$ cat src/rtl/esc_pt_pkg.sv
// Shared types and constants for the ESC passthrough sequencer.
package esc_pt_pkg;

   // Sequencer states; the numeric codes are visible in STATUS[2:0].
   typedef enum logic [2:0] {
      ST_DSHOT   = 3'd0,
      ST_DRAIN   = 3'd1,
      ST_GUARD   = 3'd2,
      ST_PASS    = 3'd3,
      ST_RELEASE = 3'd4
   } state_e;

   // Register word offsets (wb_adr_i[3:2]).
   localparam logic [1:0] OFF_CTRL    = 2'd0;
   localparam logic [1:0] OFF_STATUS  = 2'd1;
   localparam logic [1:0] OFF_TIMEOUT = 2'd2;
   localparam logic [1:0] OFF_RSVD    = 2'd3;

   // CTRL bit positions.
   localparam int CTRL_REQ_BIT = 0;
   localparam int CTRL_CH_LSB  = 1;

   // STATUS bit positions.
   localparam int STATUS_STATE_LSB = 0;
   localparam int STATUS_TO_BIT    = 3;
   localparam int STATUS_CH_LSB    = 4;

   // Assemble the STATUS read word.
   function automatic logic [31:0] pack_status(input state_e st, input logic to_flag,
                                               input logic [1:0] ch);
      logic [31:0] w;
      w = 32'd0;
      w[STATUS_STATE_LSB +: 3] = st;
      w[STATUS_TO_BIT]         = to_flag;
      w[STATUS_CH_LSB +: 2]    = ch;
      return w;
   endfunction

endpackage

$ cat src/rtl/esc_pt_idle_timer.sv
// Serial inactivity timer: a tick prescaler feeding a saturating idle tick
// counter. Both are held at zero while disabled or cleared, so every entry
// into passthrough and every line activity starts a fresh timeout window.
module esc_pt_idle_timer
   import esc_pt_pkg::*;
#(
   parameter int TICK_CYCLES = 72000
) (
   input  logic        i_clk,
   input  logic        i_rst,
   input  logic        i_en,
   input  logic        i_clr,
   input  logic [15:0] i_timeout,
   output logic        o_tc
);

   localparam int            PW       = (TICK_CYCLES > 1) ? $clog2(TICK_CYCLES) : 1;
   localparam logic [PW-1:0] PRE_LAST = PW'(TICK_CYCLES - 1);

   logic [PW-1:0] r_pre;
   logic [15:0]   r_idle;
   logic          w_tick;
   logic          w_near;

   assign w_tick = i_en & (r_pre == PRE_LAST);
   // The tick that brings the idle count up to the limit is the terminal one;
   // ">=" keeps it firing if the limit is lowered below the current count.
   assign w_near = ({1'b0, r_idle} + 17'd1) >= {1'b0, i_timeout};
   // Activity in the same cycle always suppresses the terminal count.
   assign o_tc   = w_tick & ~i_clr & (i_timeout != 16'd0) & w_near;

   // Prescaler and idle tick counter.
   always_ff @(posedge i_clk or posedge i_rst) begin
      if (i_rst) begin
         r_pre  <= {PW{1'b0}};
         r_idle <= 16'd0;
      end else if (!i_en || i_clr) begin
         r_pre  <= {PW{1'b0}};
         r_idle <= 16'd0;
      end else if (w_tick) begin
         r_pre <= {PW{1'b0}};
         if (r_idle != 16'hFFFF) begin
            r_idle <= r_idle + 16'd1;
         end
      end else begin
         r_pre <= r_pre + PW'(1);
      end
   end

endmodule

$ cat src/rtl/esc_passthrough_sequencer.sv
// Moves one motor pad between DSHOT drive and serial passthrough: drains the
// DSHOT frame, forces an idle-high guard, hands the pad to the serial bridge,
// and returns to DSHOT on host request or serial inactivity.
module esc_passthrough_sequencer
   import esc_pt_pkg::*;
#(
   parameter logic [7:0]  BASE_ADR     = 8'h50,
   parameter int          GUARD_CYCLES = 1000,
   parameter int          TICK_CYCLES  = 72000,
   parameter logic [15:0] DEF_TIMEOUT  = 16'd5000
) (
   input  logic        wb_clk_i,
   input  logic        wb_rst_i,
   input  logic [31:0] wb_adr_i,
   input  logic [31:0] wb_dat_i,
   input  logic        wb_we_i,
   input  logic [3:0]  wb_sel_i,
   input  logic        wb_stb_i,
   input  logic        wb_cyc_i,
   output logic [31:0] wb_dat_o,
   output logic        wb_ack_o,
   output logic        wb_stall_o,
   input  logic        dshot_busy_i,
   input  logic        serial_act_i,
   input  logic        bridge_tx_i,
   input  logic        bridge_oe_i,
   output logic        dshot_inhibit_o,
   output logic        mux_sel_o,
   output logic [1:0]  mux_ch_o,
   output logic        serial_tx_o,
   output logic        serial_oe_o
);

   localparam int            GW         = (GUARD_CYCLES > 1) ? $clog2(GUARD_CYCLES) : 1;
   localparam logic [GW-1:0] GUARD_LOAD = GW'(GUARD_CYCLES - 1);

   state_e        r_state;
   state_e        w_state_nx;
   logic          r_req;
   logic [1:0]    r_ch;
   logic [15:0]   r_timeout;
   logic          r_to_flag;
   logic [1:0]    r_mux_ch;
   logic [GW-1:0] r_guard;
   logic          r_sel;
   logic          r_inh;
   logic          r_force;
   logic          r_pass;
   logic          r_ack;
   logic [31:0]   r_dat;

   logic          w_hit;
   logic          w_ctrl_wr;
   logic          w_tmo_wr;
   logic          w_tc;
   logic          w_timeout;
   logic          w_enter_guard;
   logic [31:0]   w_rdata;
   logic          w_unused;

   // Only the word offset and block-select address bits and the low data bits matter.
   assign w_unused = ^{wb_sel_i, wb_adr_i[31:12], wb_adr_i[1:0], wb_dat_i[31:16]};

   assign w_hit     = wb_cyc_i & wb_stb_i & (wb_adr_i[11:4] == BASE_ADR);
   assign w_ctrl_wr = w_hit & wb_we_i & (wb_adr_i[3:2] == OFF_CTRL);
   assign w_tmo_wr  = w_hit & wb_we_i & (wb_adr_i[3:2] == OFF_TIMEOUT);

   esc_pt_idle_timer #(
      .TICK_CYCLES (TICK_CYCLES)
   ) u_idle_timer (
      .i_clk     (wb_clk_i),
      .i_rst     (wb_rst_i),
      .i_en      (r_state == ST_PASS),
      .i_clr     (serial_act_i),
      .i_timeout (r_timeout),
      .o_tc      (w_tc)
   );

   // A host CTRL write landing on the terminal tick takes precedence over the timeout.
   assign w_timeout = (r_state == ST_PASS) & r_req & w_tc & ~w_ctrl_wr;

   // Register read multiplexer.
   always_comb begin
      w_rdata = 32'd0;
      case (wb_adr_i[3:2])
         OFF_CTRL:    w_rdata = {29'd0, r_ch, r_req};
         OFF_STATUS:  w_rdata = pack_status(r_state, r_to_flag, r_mux_ch);
         OFF_TIMEOUT: w_rdata = {16'd0, r_timeout};
         default:     w_rdata = 32'd0;
      endcase
   end

   // Bus ack and registered read data, one cycle after a selected strobe.
   always_ff @(posedge wb_clk_i or posedge wb_rst_i) begin
      if (wb_rst_i) begin
         r_ack <= 1'b0;
         r_dat <= 32'd0;
      end else begin
         r_ack <= w_hit;
         r_dat <= w_hit ? w_rdata : 32'd0;
      end
   end

   // Host-visible control registers and the sticky timeout flag.
   always_ff @(posedge wb_clk_i or posedge wb_rst_i) begin
      if (wb_rst_i) begin
         r_req     <= 1'b0;
         r_ch      <= 2'd0;
         r_timeout <= DEF_TIMEOUT;
         r_to_flag <= 1'b0;
      end else begin
         if (w_ctrl_wr) begin
            r_req     <= wb_dat_i[CTRL_REQ_BIT];
            r_ch      <= wb_dat_i[CTRL_CH_LSB +: 2];
            r_to_flag <= 1'b0;
         end else if (w_timeout) begin
            r_req     <= 1'b0;
            r_to_flag <= 1'b1;
         end
         if (w_tmo_wr) begin
            r_timeout <= wb_dat_i[15:0];
         end
      end
   end

   // Next-state logic of the handover sequence.
   always_comb begin
      w_state_nx = r_state;
      case (r_state)
         ST_DSHOT: begin
            if (r_req) w_state_nx = ST_DRAIN;
            else       w_state_nx = ST_DSHOT;
         end
         ST_DRAIN: begin
            if (!r_req)            w_state_nx = ST_DSHOT;
            else if (!dshot_busy_i) w_state_nx = ST_GUARD;
            else                    w_state_nx = ST_DRAIN;
         end
         ST_GUARD: begin
            if (!r_req)                       w_state_nx = ST_RELEASE;
            else if (r_guard == {GW{1'b0}})   w_state_nx = ST_PASS;
            else                              w_state_nx = ST_GUARD;
         end
         ST_PASS: begin
            if (!r_req || w_timeout)  w_state_nx = ST_RELEASE;
            else if (r_ch != r_mux_ch) w_state_nx = ST_GUARD;
            else                       w_state_nx = ST_PASS;
         end
         ST_RELEASE: w_state_nx = ST_DSHOT;
         default:    w_state_nx = ST_RELEASE;
      endcase
   end

   assign w_enter_guard = (w_state_nx == ST_GUARD) && (r_state != ST_GUARD);

   // State, guard counter, channel latch and registered pad controls.
   always_ff @(posedge wb_clk_i or posedge wb_rst_i) begin
      if (wb_rst_i) begin
         r_state  <= ST_DSHOT;
         r_sel    <= 1'b1;
         r_inh    <= 1'b0;
         r_force  <= 1'b0;
         r_pass   <= 1'b0;
         r_mux_ch <= 2'd0;
         r_guard  <= {GW{1'b0}};
      end else begin
         r_state <= w_state_nx;
         r_sel   <= (w_state_nx == ST_DSHOT) || (w_state_nx == ST_DRAIN);
         r_inh   <= (w_state_nx != ST_DSHOT);
         r_force <= (w_state_nx == ST_GUARD);
         r_pass  <= (w_state_nx == ST_PASS);
         if (w_enter_guard) begin
            r_mux_ch <= r_ch;
            r_guard  <= GUARD_LOAD;
         end else if ((r_state == ST_GUARD) && (r_guard != {GW{1'b0}})) begin
            r_guard <= r_guard - GW'(1);
         end
      end
   end

   assign wb_ack_o        = r_ack;
   assign wb_dat_o        = r_dat;
   assign wb_stall_o      = 1'b0;
   assign mux_sel_o       = r_sel;
   assign dshot_inhibit_o = r_inh;
   assign mux_ch_o        = r_mux_ch;
   // Bridge owns the pad only in passthrough; otherwise the line idles high.
   assign serial_tx_o     = r_pass ? bridge_tx_i : 1'b1;
   assign serial_oe_o     = r_pass ? bridge_oe_i : r_force;

endmodule
$ cat config.mk
export PLATFORM = sky130hd
export DESIGN_NAME = esc_passthrough_sequencer
export DESIGN_NICKNAME = d
export VERILOG_FILES = /design/src/rtl/esc_pt_pkg.sv /design/src/rtl/esc_pt_idle_timer.sv /design/src/rtl/esc_passthrough_sequencer.sv
export SDC_FILE = /design/constraint.sdc
export NUM_CORES = 1
export LEC_CHECK = 0
export BUFFER_PORTS_ARGS = -buffer_cell sky130_fd_sc_hd__buf_2
export CORE_ASPECT_RATIO = 1.75
export CORE_MARGIN = 5
export CORE_UTILIZATION = 40
export CTS_CLUSTER_DIAMETER = 200
export CTS_CLUSTER_SIZE = 10
export DETAILED_ROUTE_END_ITERATION = 10
export GPL_ROUTABILITY_DRIVEN = 0
export GPL_TIMING_DRIVEN = 0
export PLACE_DENSITY_LB_ADDON = 0.25
export SYNTH_ARGS = -nofsm -noshare
export SYNTH_HDL_FRONTEND = slang
export SYNTH_HIERARCHICAL = 1
export SYNTH_SLANG_ARGS = --single-unit
$ cat constraint.sdc
create_clock -name wb_clk_i -period 4.5 [get_ports wb_clk_i]
set_clock_uncertainty 0.1 [all_clocks]
set_input_delay 0.45 -clock wb_clk_i [delete_from_list [all_inputs] [get_ports wb_clk_i]]
set_output_delay 0.45 -clock wb_clk_i [all_outputs]
set_load 0.1 [all_outputs]
==> key figures <==
Outcome
  • Status: completed

Power and ir drop
  • Switching portion of total power: 24.9%
  • Sw Pwr: 420 uW
  • P per Cell Area: 300 mW/mm^2
  • Internal power: 1270 uW
  • Comb power frac: 7.1%
  • Peak VDD IR: 0.172 mV
  • Flop pwr share: 47.5%
  • Pleak: 0.00258 uW
  • Clock power frac: 45.4%

Synthesis
  • Compound-Gate Fraction of Synth Area: 8.27%
  • Largest family of logic cells by synthesized area: simple AND/OR/NAND/NOR gates
  • Area share of the largest cell type after synthesis: 43.4%
  • Top-count cell post-synth: dfrtp_1
  • Yosys warning count: 6
  • #FFs+latches synth: 89
  • Fraction of registers with async set/reset: 100%
  • Synth area leader: dfrtp_1
  • Mux share of post-synthesis cell area: 5.31%
  • Adder-Cell Fraction of Synth Area: 5.23%
  • EDFF count, synth: 0
  • Synth Instances: 480
  • Ys flop type: dfrtp_1
  • Post-synth cell types: 52
  • Syn avg cell area: 9.96 sq um
  • Mapped cell area: 0.00478 sq mm
  • Post-synth top cells: dfrtp_1, nor2_1, nand2_1
  • Dominant cells by area after synthesis: dfrtp_1, ha_1, xnor2_1
  • XOR/XNOR Fraction of Synth Area: 7.51%
  • Post-synthesis simple-gate area fraction: 20.3%
  • Seq/Total Area, Yosys: 46.7%

GRT
  • Initial antenna violation count: 0
  • Total GRT Usage: 15.5%
  • Vias in the first global route: 3800
  • First-pass GRT wire length: 17.6 mm
  • GR Overflow Total: 0
  • Largest net degree at the start of global routing: 46

Final layout
  • Layout overhead on the synthesized area: 17.7%
  • ANT cells: 0
  • NumNets Final: 662
  • Final cell count without fillers: 707
  • Final instance area: 0.00563 sq mm
  • Fraction of layout cells with a size suffix above 1: 23.5%

Detailed routing
  • WL final: 10.6 mm
  • DRC viols: 0
  • Via Count: 3644
  • 1st-iter DRT viols: 74
  • Initial DRT Pass Iterations: 4
  • Routed Antenna Nets: 0
  • Via-per-instance ratio: 5.15
  • DR WL/cell: 15.0 um

Clock network
  • Root buffer cell: clkbuf_16
  • Worst-skew pair later-pin latency: 340 ps
  • TritonCTS Buffers: 9
  • CTS clk-pin slew, worst paths: 60 ps
  • # H-tree levels: 3
  • # resized after CTS: 0
  • CTS tree: yes
  • CTS Sinks: 89
  • Longest Clk Path Bufs: 2

Timing
  • Final setup violation count: 0
  • Post-layout min period: 4130 ps
  • Worst Max-Slew Pin Slew: 721 ps
  • Final worst path period share: 91.9%
  • Final Hold Vio Count: 0
  • Setup TNS: 0 ps
  • Max Slew Vio Count: 0
  • Max Fclk: 242 MHz
  • Max-Slew Margin vs Limit: 51.9%
  • RSZ-0062 raised after global routing: no

Worst setup path
  • R2R setup slack: 370 ps
  • R2r endpoint: r_guard[4]
  • Crit path DAT: 4270 ps
  • Reg2Reg Depth: 15
  • Worst Setup End Kind: flip-flop
  • Worst setup SP type: flip-flop
  • Slowest CP cell: or4_1
  • Worst reg2reg path startpoint: u_idle_timer/r_idle[0]
  • Max incr delay on CP: 430 ps
  • Worst path bufs/invs: 1
  • CP delay by family, top: simple AND/OR/NAND/NOR gates
  • Crit-path cells: ha_1 > nand4_1 > or4_1 > buf_2 > nor2_1 > xor2_1 > ha_1 > nand3_1 > nor3_1 > o311ai_0 > nand4b_1 > and3_1 > and2_1 > o211ai_2 > and2_1
  • Crit Path Category: flip-flop to flip-flop
  • Crit Path Max Fanout: 10
  • Worst Path Required: 4630 ps

Flow run
  • Max cap viols: 0

Die
  • Initial Utilization: 40.3%
  • I/O pins: 117
  • Die Area: 0.0143 sq mm
  • Die Width: 92.6 um
  • Die Height: 155 um
  • Std-Cell Rows: 53
  • Core Box Area: 0.0119 sq mm

Hold path
  • Hold Path Origin: wb_dat_i[1]
  • Worst Hold Path EP: r_ch[0]
  • Hold path cells: 3
  • HP Class: input pin to flip-flop

Place
  • Buffers on Ports: 56
  • Placed Instances: 690
  • Placed cell area: 0.00531 sq mm
  • Hpwl dp: 8.23 mm
worst max path at each step:
stage | start | endpoint | slack, ps | cells past startpoint
finish | u_idle_timer/r_idle[0] | r_guard[4] | 370 | 15
global route | u_idle_timer/r_idle[0] | r_guard[4] | 140 | 15
CTS | u_idle_timer/r_idle[0] | r_guard[4] | 280 | 15
detailed placement | u_idle_timer/r_idle[0] | r_guard[4] | 290 | 15
global placement | u_idle_timer/r_idle[0] | r_guard[4] | 280 | 15
floorplan | u_idle_timer/r_idle[0] | r_guard[3] | 1070 | 14
cells by family after synthesis:
group / Yosys count
flops: 89
buf+inv: 60
compound gates: 62
xor+xnor: 41
other cells: 1
mux: 23
fa+ha+maj: 20
simple gates: 184
final cells by class:
class | instances | area (sq um)
multi-input combinational | 347 | 2290
buffer | 31 | 205
timing repair buffer | 58 | 310
sequential | 89 | 2230
tap | 137 | 171
inverter | 29 | 109
clock inverter | 6 | 73.8
fill | 1156 | 6240
clock buffer | 10 | 229
sequential cells by signal (all words and copies together), names as in the netlist, 2 cells and up:
register and count:
r_ch 2, mux_ch_o 2, u_idle_timer/r_idle 16, r_guard 10, r_timeout 16, wb_dat_o 16, u_idle_timer/r_pre 17, r_state 3
metal layers:
metal	track usage, %	routed length, um	part of all wire, %	vias to the layer above
met4	7.41	238	2.2	0
li1	-	-	-	1787
met2	30.1	6220	59	61
met5	0	0	0	-
met1	15.8	3880	37	1781
met3	2.38	266	2.5	15
layout by cell type, fill, tap and decap left out, types with 4 or more instances in the layout:
cell        n
and2_1     14
dfrtp_1    83
buf_2      58
mux2_2     19
xnor2_1    25
nor2_1     44
buf_4      17
nand4_1    10
nor2b_1     4
nor4_1     10
xor2_1     16
clkbuf_16   9
inv_1      27
a21oi_1    26
conb_1     17
mux2i_1     4
o21ai_0     4
or3_1      16
dfstp_2     6
nand3_1    14
nand2b_1    4
nand2_1    36
o21ai_1    13
clkbuf_1   10
nor3_1      8
or2_2       4
ha_1       20
and3_1      4
worst min-delay path, delay by kind of cell:
family                 cells  cell delay, ps
buffers and inverters      1              90
and+or+nand+nor            2             100
timing repair:
item	4_1_cts	5_1_grt
hold endpoints to repair	9	0
hold buffers	1	0
setup buffers	0	0
through the flow:
step                      power [uW]  hold slack, ps  setup slack, ps  util [%]
after floorplan                  911             374             1070         -
after global placement           934             401              284      44.6
after detailed placement         937             314              292      44.8
after CTS                       1710             227              277      47.4
after global routing            1750             230              138      47.4
final                           1690             236              367      47.4
power groups by stage:
stage	logic, uW	clock network (uW)	registers (uW)
2_1_floorplan	94.1	0	817
3_3_place_gp	117	0	817
3_5_place_dp	120	0	817
4_1_cts	121	784	802
5_1_grt	128	819	801
6_report	120	766	802
Power figures use the tool's default switching activity.
